<file path="src/rtl/pc_gen_pkg.sv">
// Shared types and helpers for the fetch-stage PC generator and its BTB.
package pc_gen_pkg;

    localparam int          PC_W_MAX     = 32;
    localparam logic [31:0] DEF_RESET_PC = 32'hBFC0_0000;

    typedef enum logic [1:0] {
        SNT = 2'b00,
        WNT = 2'b01,
        WT  = 2'b10,
        ST  = 2'b11
    } ctr_t;

    // Tag is stored zero-extended; only the low TAG_W bits are ever non-zero.
    typedef struct packed {
        logic                valid;
        logic [PC_W_MAX-1:0] tag;
        logic [PC_W_MAX-1:0] target;
    } btb_entry_t;

    function automatic ctr_t ctr_next(input ctr_t c, input logic taken);
        case (c)
            SNT:     return taken ? WNT : SNT;
            WNT:     return taken ? WT  : SNT;
            WT:      return taken ? ST  : WNT;
            default: return taken ? ST  : WT;
        endcase
    endfunction

endpackage

</file>
<file path="src/rtl/pc_gen_btb_table.sv">
// Direct-mapped BTB: async lookup on the fetch PC, sync training from execute.
module btb_table
    import pc_gen_pkg::*;
#(
    parameter int PC_WIDTH    = 32,
    parameter int BTB_ENTRIES = 16
) (
    input  logic                clk,
    input  logic                rst,
    input  logic [PC_WIDTH-1:0] lookup_pc,
    output logic                taken,
    output logic [PC_WIDTH-1:0] target,
    input  logic                upd_valid,
    input  logic [PC_WIDTH-1:0] upd_pc,
    input  logic [PC_WIDTH-1:0] upd_target,
    input  logic                upd_taken
);

    localparam int IDX_W = $clog2(BTB_ENTRIES);
    localparam int TAG_W = PC_WIDTH - IDX_W - 2;

    btb_entry_t entries [BTB_ENTRIES];
    ctr_t       ctrs    [BTB_ENTRIES];

    logic [IDX_W-1:0]    lk_idx;
    logic [IDX_W-1:0]    up_idx;
    logic [TAG_W-1:0]    lk_tag;
    logic [TAG_W-1:0]    up_tag;
    logic [PC_WIDTH-1:0] up_tgt;
    logic                lk_hit;
    logic                up_hit;
    logic                unused_bits;

    assign lk_idx = lookup_pc[IDX_W+1:2];
    assign lk_tag = lookup_pc[PC_WIDTH-1:IDX_W+2];
    assign up_idx = upd_pc[IDX_W+1:2];
    assign up_tag = upd_pc[PC_WIDTH-1:IDX_W+2];
    assign up_tgt = {upd_target[PC_WIDTH-1:2], 2'b00};

    assign unused_bits = ^{lookup_pc[1:0], upd_pc[1:0], upd_target[1:0]};

    assign lk_hit = entries[lk_idx].valid
                  && (entries[lk_idx].tag == PC_W_MAX'(lk_tag));
    assign up_hit = entries[up_idx].valid
                  && (entries[up_idx].tag == PC_W_MAX'(up_tag));

    assign taken  = lk_hit && ctrs[lk_idx][1];
    assign target = lk_hit ? entries[lk_idx].target[PC_WIDTH-1:0]
                           : '0;

    always_ff @(posedge clk or posedge rst) begin
        if (rst) begin
            for (int i = 0; i < BTB_ENTRIES; i++) begin
                entries[i] <= '0;
                ctrs[i]    <= WNT;
            end
        end else if (upd_valid) begin
            if (up_hit) begin
                ctrs[up_idx] <= ctr_next(ctrs[up_idx], upd_taken);
                if (upd_taken)
                    entries[up_idx].target <= PC_W_MAX'(up_tgt);
            end else if (upd_taken) begin
                // Miss on a taken branch claims the slot, evicting any alias.
                entries[up_idx].valid  <= 1'b1;
                entries[up_idx].tag    <= PC_W_MAX'(up_tag);
                entries[up_idx].target <= PC_W_MAX'(up_tgt);
                ctrs[up_idx]           <= WT;
            end
        end
    end

endmodule

</file>
<file path="src/rtl/pc_gen.sv">
// Fetch PC register with redirect / stall / BTB-predicted next-PC selection.
module pc_gen
    import pc_gen_pkg::*;
#(
    parameter int                  PC_WIDTH    = 32,
    parameter logic [PC_WIDTH-1:0] RESET_PC    = PC_WIDTH'(DEF_RESET_PC),
    parameter int                  BTB_ENTRIES = 16
) (
    input  logic                clk_i,
    input  logic                rst_i,
    input  logic                stall_i,
    input  logic                redirect_i,
    input  logic [PC_WIDTH-1:0] redirect_pc_i,
    input  logic                update_valid_i,
    input  logic [PC_WIDTH-1:0] update_pc_i,
    input  logic [PC_WIDTH-1:0] update_target_i,
    input  logic                update_taken_i,
    output logic [PC_WIDTH-1:0] pc_o,
    output logic [PC_WIDTH-1:0] pc_plus4_o,
    output logic                pred_taken_o,
    output logic [PC_WIDTH-1:0] pred_target_o
);

    logic [PC_WIDTH-1:0] pc_q;
    logic [PC_WIDTH-1:0] pc_next;
    logic [PC_WIDTH-1:0] redir_pc;
    logic                unused_bits;

    assign redir_pc    = {redirect_pc_i[PC_WIDTH-1:2], 2'b00};
    assign unused_bits = ^redirect_pc_i[1:0];

    btb_table #(
        .PC_WIDTH    (PC_WIDTH),
        .BTB_ENTRIES (BTB_ENTRIES)
    ) u_btb (
        .clk        (clk_i),
        .rst        (rst_i),
        .lookup_pc  (pc_q),
        .taken      (pred_taken_o),
        .target     (pred_target_o),
        .upd_valid  (update_valid_i),
        .upd_pc     (update_pc_i),
        .upd_target (update_target_i),
        .upd_taken  (update_taken_i)
    );

    assign pc_o       = pc_q;
    assign pc_plus4_o = pc_q + PC_WIDTH'(4);

    // Flush beats stall; stall beats prediction.
    always_comb begin
        pc_next = pc_plus4_o;
        if (redirect_i)
            pc_next = redir_pc;
        else if (stall_i)
            pc_next = pc_q;
        else if (pred_taken_o)
            pc_next = pred_target_o;
    end

    always_ff @(posedge clk_i or posedge rst_i) begin
        if (rst_i)
            pc_q <= RESET_PC;
        else
            pc_q <= pc_next;
    end

endmodule

</file>
<file path="config.mk">
export PLATFORM = sky130hd
export DESIGN_NAME = pc_gen
export DESIGN_NICKNAME = d
export VERILOG_FILES = /design/src/rtl/pc_gen_pkg.sv /design/src/rtl/pc_gen_btb_table.sv /design/src/rtl/pc_gen.sv
export SDC_FILE = /design/constraint.sdc
export NUM_CORES = 2
export LEC_CHECK = 0
export ABC_AREA = 1
export BUFFER_PORTS_ARGS = -buffer_cell sky130_fd_sc_hd__buf_4
export CAP_MARGIN = 20
export CORE_ASPECT_RATIO = 1.2
export CORE_MARGIN = 8
export CORE_UTILIZATION = 50
export DETAILED_ROUTE_END_ITERATION = 6
export PLACE_DENSITY = 0.79
export SLEW_MARGIN = 5
export SYNTH_ARGS = -nofsm -noshare
export SYNTH_HDL_FRONTEND = slang
export SYNTH_HIERARCHICAL = 1
export SYNTH_SLANG_ARGS = --single-unit
</file>
<file path="constraint.sdc">
create_clock -name clk_i -period 29.1 [get_ports clk_i]
set_input_delay 4.365 -clock clk_i [delete_from_list [all_inputs] [get_ports clk_i]]
set_output_delay 4.365 -clock clk_i [all_outputs]
set_load 0.01 [all_outputs]
</file>
# Word-level counts from Yosys, hierarchy flattened
# Cells that the tools add are included.
word_totals:
  register_bits: 1104
  output_inout_bits: 97
  wordCells: 128
  in_bits: 102
op_classes:
  eq_ne: 5
  n_addsub: 1
  n_reduce_logical: 8
  magnitude_cmp: 3
  bitwise: 5
  muxes: 41
ops:
  columns: ["operator", "n"]
  rows:
  - ["1040-bit bitwise mux", 4]
  - ["1040-bit 2-to-1 mux", 3]
  - ["65-bit demux with 4-bit select", 3]
  - ["65-bit binary-select mux with 4-bit select", 2]
  - ["65-bit 2-to-1 mux", 5]
  - ["32-bit 2-to-1 mux", 7]
  - ["32-bit by 26-bit equality test with 1-bit output", 2]
  - ["64-bit 2-to-1 mux", 1]
  - ["32-bit by 3-bit adder with 32-bit output (second input constant)", 1]
  - ["32-bit bitwise mux", 1]
  - ["2-bit 2-to-1 mux", 9]
  - ["16-bit bitwise AND", 1]
  - ["2-bit binary-select mux with 4-bit select", 2]
  - ["16-bit inverter", 1]
  - ["16-bit bitwise OR", 1]
  - ["5-bit >= comparator (second input constant)", 2]
  - ["4-bit inverter with 5-bit output", 2]
  - ["2-bit demux with 4-bit select", 1]
  - ["2-bit one-hot mux with 3 select lines", 1]
  - ["5-bit by 1-bit less-than comparator with 1-bit output (second input constant)", 1]
  - ["1-bit logical AND", 4]
  - ["2-bit AND reduction", 2]
  - ["2-bit by 1-bit equality test with 1-bit output (second input constant)", 1]
  - ["2-bit equality test (second input constant)", 1]
  - ["other kinds (4)", 5]

# Longest topological paths before layout
logic_depth:
  depth_word: 10
  ltp_mapped: 23
  mapped_depth_nobuf: 20

# Hierarchy
# The synthesis kept the hierarchy.
by_module_without_submodules:
  columns: ["mod", "area_per_inst_um2", "n_inst", "cells_per_inst"]
  rows:
  - ["btb_table", 50183.1, 1, 6690]
  - ["pc_gen", 2524.9, 1, 362]

# Worst setup path before layout
# Ideal clock, no wire load.
synth_timing:
  path_kind: "register to output"
  start: "register pc_q[3], in the netlist pc_o[3]"
  end: "output port pred_target_o[11]"
  arrival_time_ps: 2640
  stages_incl_launch_ff: 15
  slack_ps: 22095
  path_cell_list: "dfrtp_1 -> buf_2 -> clkbuf_1 -> buf_1 -> o21ai_0 -> o211ai_1 -> nand3_1 -> nand2_1 -> inv_1 -> nand2_1 -> o21ai_0 -> nor3_1 -> nand3_1 -> clkbuf_1 -> nor3_1"
synth_between:
  elab_chain_len: 7
synth_rtl:
  columns: ["item", "line", "source"]
  rows:
  - ["start: declaration", "pc_gen.sv:24", "logic [PC_WIDTH-1:0] pc_q;"]
  - ["start signal: assignment", "pc_gen.sv:65", "pc_q <= pc_next;"]
  - ["4-bit inverter with 5-bit output (implied by the code) *", "pc_gen_btb_table.sv:42, pc_gen_btb_table.sv:43, pc_gen_btb_table.sv:48", null]
  - ["65-bit binary-select mux with 4-bit select *", "pc_gen_btb_table.sv:42, pc_gen_btb_table.sv:43, pc_gen_btb_table.sv:48", null]
  - ["65-bit 2-to-1 mux (implied by the code) * (2 in a row)", "pc_gen_btb_table.sv:43", "&& (entries[lk_idx].tag == PC_W_MAX'(lk_tag));"]
  - ["32-bit by 26-bit equality test with 1-bit output", "pc_gen_btb_table.sv:43", null]
  - ["1-bit logical AND", "pc_gen_btb_table.sv:43", null]
  - ["32-bit 2-to-1 mux *", "pc_gen_btb_table.sv:48", "assign target = lk_hit ? entries[lk_idx].target[PC_WIDTH-1:0]"]
  - ["end: declaration", "pc_gen.sv:21", "output logic [PC_WIDTH-1:0] pred_target_o"]
# Mark *: on every way between the ends. The rest lies on a longest branch, timed or not. The select of a mux whose other input is x is not followed.

# Worst setup path in the final report
layout_timing:
  start: "register pc_q[2], in the netlist pc_o[2]"
  end: "output port pred_taken_o"
layout_between:
  elab_chain_len: 7
  elab_cells_between_ends: 10
  classes_between: "eq/ne (1); mux (6); bitwise (1); reduce/logical (2)"
layout_rtl:
  columns: ["item", "line", "source"]
  rows:
  - ["4-bit inverter with 5-bit output (implied by the code) *", "pc_gen_btb_table.sv:42, pc_gen_btb_table.sv:43, pc_gen_btb_table.sv:47", null]
  - ["65-bit binary-select mux with 4-bit select", "pc_gen_btb_table.sv:42, pc_gen_btb_table.sv:43", null]
  - ["65-bit 2-to-1 mux (implied by the code) (2 in a row)", "pc_gen_btb_table.sv:43", null]
  - ["32-bit by 26-bit equality test with 1-bit output", "pc_gen_btb_table.sv:43", null]
  - ["1-bit logical AND", "pc_gen_btb_table.sv:43", null]
  - ["1-bit logical AND *", "pc_gen_btb_table.sv:47", "assign taken = lk_hit && ctrs[lk_idx][1];"]
  - ["end: declaration", "pc_gen.sv:20", "output logic pred_taken_o,"]
# Marks and branches as above.

==> impl_metrics.csv <==
group,metric,value,unit
yosys,yosysWarnings,6,
sta,hold_viol,0,
outcome,status,"finished with violations",
sta,setup_viol,0,
cts,clock_latency,0.71,ns
sta,fin_crit,11.67,ns
cts,cts_hold_buf,0,
worst_hold_path,hold_path.class,"register to register",
yosys,ys_seq_area_share,47.9,%
sta,timing.fmax,0.0857,GHz
placement,place_inst,8168,
drt,drt_wl_total,180000,um
cts,cts_setup_buffers,0,
placement,gp_congestion,0.916,
worst_setup_path,r2r_start,"pc_o[2]",
worst_setup_path,crit_path_max_incr_delay,1.18,ns
layout,area_growth,9.85,%
global_route,grt_max_degree,184,
sta,fin_crit_sh,40.1,%
worst_setup_path,cp-end-kind,"primary output",
layout,drive_above_1_share,8.26,%
sta,setup-tns-final,0,ns
yosys,synth.distinct_cells,51,
worst_hold_path,min_from,"u_btb/entries[325]",
cts,cts_buffers,107,
yosys,synth_edf_count,0,
global_route,antenna_found_initial,3,
power,total_power,4260,uW
yosys,syn_area_per_cell,7.47,um2
layout,regArea,25300,um2
cts,cts_tree,"built",
yosys,synth_fp_nets,7155,
cts,h-tree-depth,3,
drt,drc_errors,1,
cts,cts_num_sinks,1008,
yosys,synthFlopType,"dfrtp_1",
yosys,synth_common_cells,"2332 x nand2_1, 1099 x o21ai_0, 983 x dfrtp_1",
yosys,yosys.area.top_type_share,46.7,%
worst_setup_path,path_buf_inv,6,
global_route,overflow,0,
worst_setup_path,crit_fanout,90,
floorplan,io_pins,199,
sta,relSlewSlack,8.29,%
floorplan,fp.dieW,312,um
cts,post_cts_resized,0,
yosys,synth_top_cell_by_area,"dfrtp_1",
worst_setup_path,arrival,7.30,ns
yosys,async_reset_ff_share,100,%
worst_setup_path,crit_chain,"inv_8, buf_4, buf_4, o21ai_0, o211ai_1, nand3_1, nand2_1, inv_1, nand2_1, nand2_1, inv_1, nand2_1, nor3_1, nand3_2, nor3_1, buf_4",
yosys,synthTopCellsByArea,"dfrtp_1 47%, nand2_1 17%, o21ai_0 10%, a21oi_1 3.3%, nor2_1 3.2%",
worst_setup_path,worstSetupPathType,"register to primary output",
floorplan,die_area,116000,um2
flow_run,drv_cap,0,
power,irDropWorstVdd,67.5,uV
floorplan,rows,130,
power,p_per_area,73.5,nW/um2
cts,clockBufferDepth,3,
layout,final_cells,8375,
floorplan,start_util,50.4,%
global_route,grt_usage,29.9,%
cts,path_clk_slew,0.06,ns
outcome,violations,"DRC",
worst_setup_path,required,24.73,ns
yosys,ys_seq_elements,1008,
floorplan,coreArea,105000,um2
layout,multiInputGateArea,23300,um2
worst_setup_path,cp-start-kind,"register",
drt,drt_first_pass_iters,7,
layout,fillers,9355,
worst_hold_path,holdPathEnd,"u_btb/entries[325]",
yosys,yosysMostFrequentCell,"nand2_1",
placement,portBuffers,192,
worst_setup_path,r2r_setup_slack,21.58,ns
yosys,syn_inst,7052,
drt,wire_per_inst,21.5,um
worst_setup_path,reg2reg_depth,20,
drt,ant_nets,0,
worst_hold_path,min_delay_path_depth,2,
sta,rsz0062_at_grt,"no",
cts,cts-root-buf,"clkbuf_16",
worst_setup_path,r2r-end,"pc_o[12]",
worst_setup_path,cp_slowest_cell,"nor3_1",
worst_setup_path,crit_top_cell,"nand2_1",
drt,vias,50800,
sta,final-max-slew-violation-count,0,
yosys,synth.cell_area,52700,um2
layout,layout.nets,6997,
drt,vias_per_cell,6.07,
floorplan,dieHeight,372,um
worst_setup_path,cp_top_family,"simple AND/OR/NAND/NOR gates",
sta,skew,0.0341,ns
sta,tightest_slew,1.36,ns
power,p_leak,0.0276,uW
drt,first_iter_violations,6631,
global_route,grt_pass1_wl,276000,um
global_route,grt_pass1_vias,48500,
placement,dp_hpwl,104000,um
==> layout by cell type (no fill, tap or decap), types with 108 or more instances in the layout <==
| cell type | instances |
|---|---|
| a21oi_1 | 344 |
| buf_4 | 270 |
| clkbuf_16 | 108 |
| dfrtp_1 | 979 |
| inv_1 | 396 |
| nand2_1 | 2332 |
| nand3_1 | 201 |
| nor2_1 | 440 |
| o21ai_0 | 1099 |
| o21ai_1 | 249 |
==> worst min-delay path, stage by stage, from the launching register on <==
cell and delay (ns):
dfrtp_1 0.34, nand2_1 0.05, inv_1 0.04
==> power breakdown <==
group,internal [uW],leakage [uW],switching (uW)
Sequential,1660,0.0127,175
Clock,886,0.00189,594
Combinational,313,0.0130,634
Total,2850,0.0276,1400
==> stage by stage <==
step / util, % / hold WS (ns) / cell area, um2 / worst slack [ns]
after floorplan: - / 0.433 / 52700 / 11.31
after global placement: 51.6 / 0.448 / 54000 / 18.60
after CTS: 55.3 / 0.468 / 57800 / 17.82
final: 55.4 / 0.468 / 57900 / 17.43
after global routing: 55.4 / 0.490 / 57900 / 17.34
after detailed placement: 51.6 / 0.452 / 54000 / 18.61
==> cell families (layout without fill, tap and decap cells) <==
logic type               Yosys count  after routing  share of synthesized area (%)
adder cells (fa/ha/maj)            1              1                         0.0237
AND/OR/NAND/NOR                 3093           3093                           23.3
flip-flops                      1008           1008                           47.9
multiplexers                       2              2                         0.0380
other                              0              4                              0
AO/OA/AOI/OAI                   1961           1961                           20.1
buffers and inverters            963            896                           8.03
XOR/XNOR                          24             24                          0.499
==> how the worst max path moves through the flow <==
| stage | startpoint | to | slack, ns | cells after the start |
|---|---|---|---|---|
| after floorplan | rst_i | u_btb/ctrs[11] | 11.31 | 1 |
| after global placement | pc_o[2] | pred_taken_o | 18.60 | 18 |
| after detailed placement | pc_o[2] | pred_taken_o | 18.61 | 18 |
| after CTS | pc_o[2] | pred_taken_o | 17.82 | 18 |
| after global routing | pc_o[2] | pred_taken_o | 17.34 | 18 |
| final | pc_o[2] | pred_taken_o | 17.43 | 16 |
==> routing by layer <==
metal,GRT usage (%),wire length (um),vias up
li1,-,-,22800
met2,46.6,78800,3293
met3,8.06,23800,733
met1,37.7,66800,24000
met4,16.4,10900,4
met5,0,26,-
==> area by class of cell <==
class	count	share of cell area [%]
inverter	420	2.77
tap	1386	3.00
sequential	1008	43.6
clock buffer	152	5.35
clock inverter	48	1.28
antenna	4	0.0173
timing repair buffer	276	3.75
multi-input combinational	5081	40.2
==> state kept, by name (all words and copies together) (netlist names) <==
| signal | flops |
|---|---|
| pc_o | 32 |
| u_btb/ctrs | 32 |
| u_btb/entries | 944 |
(Power assumes the default switching activity.)
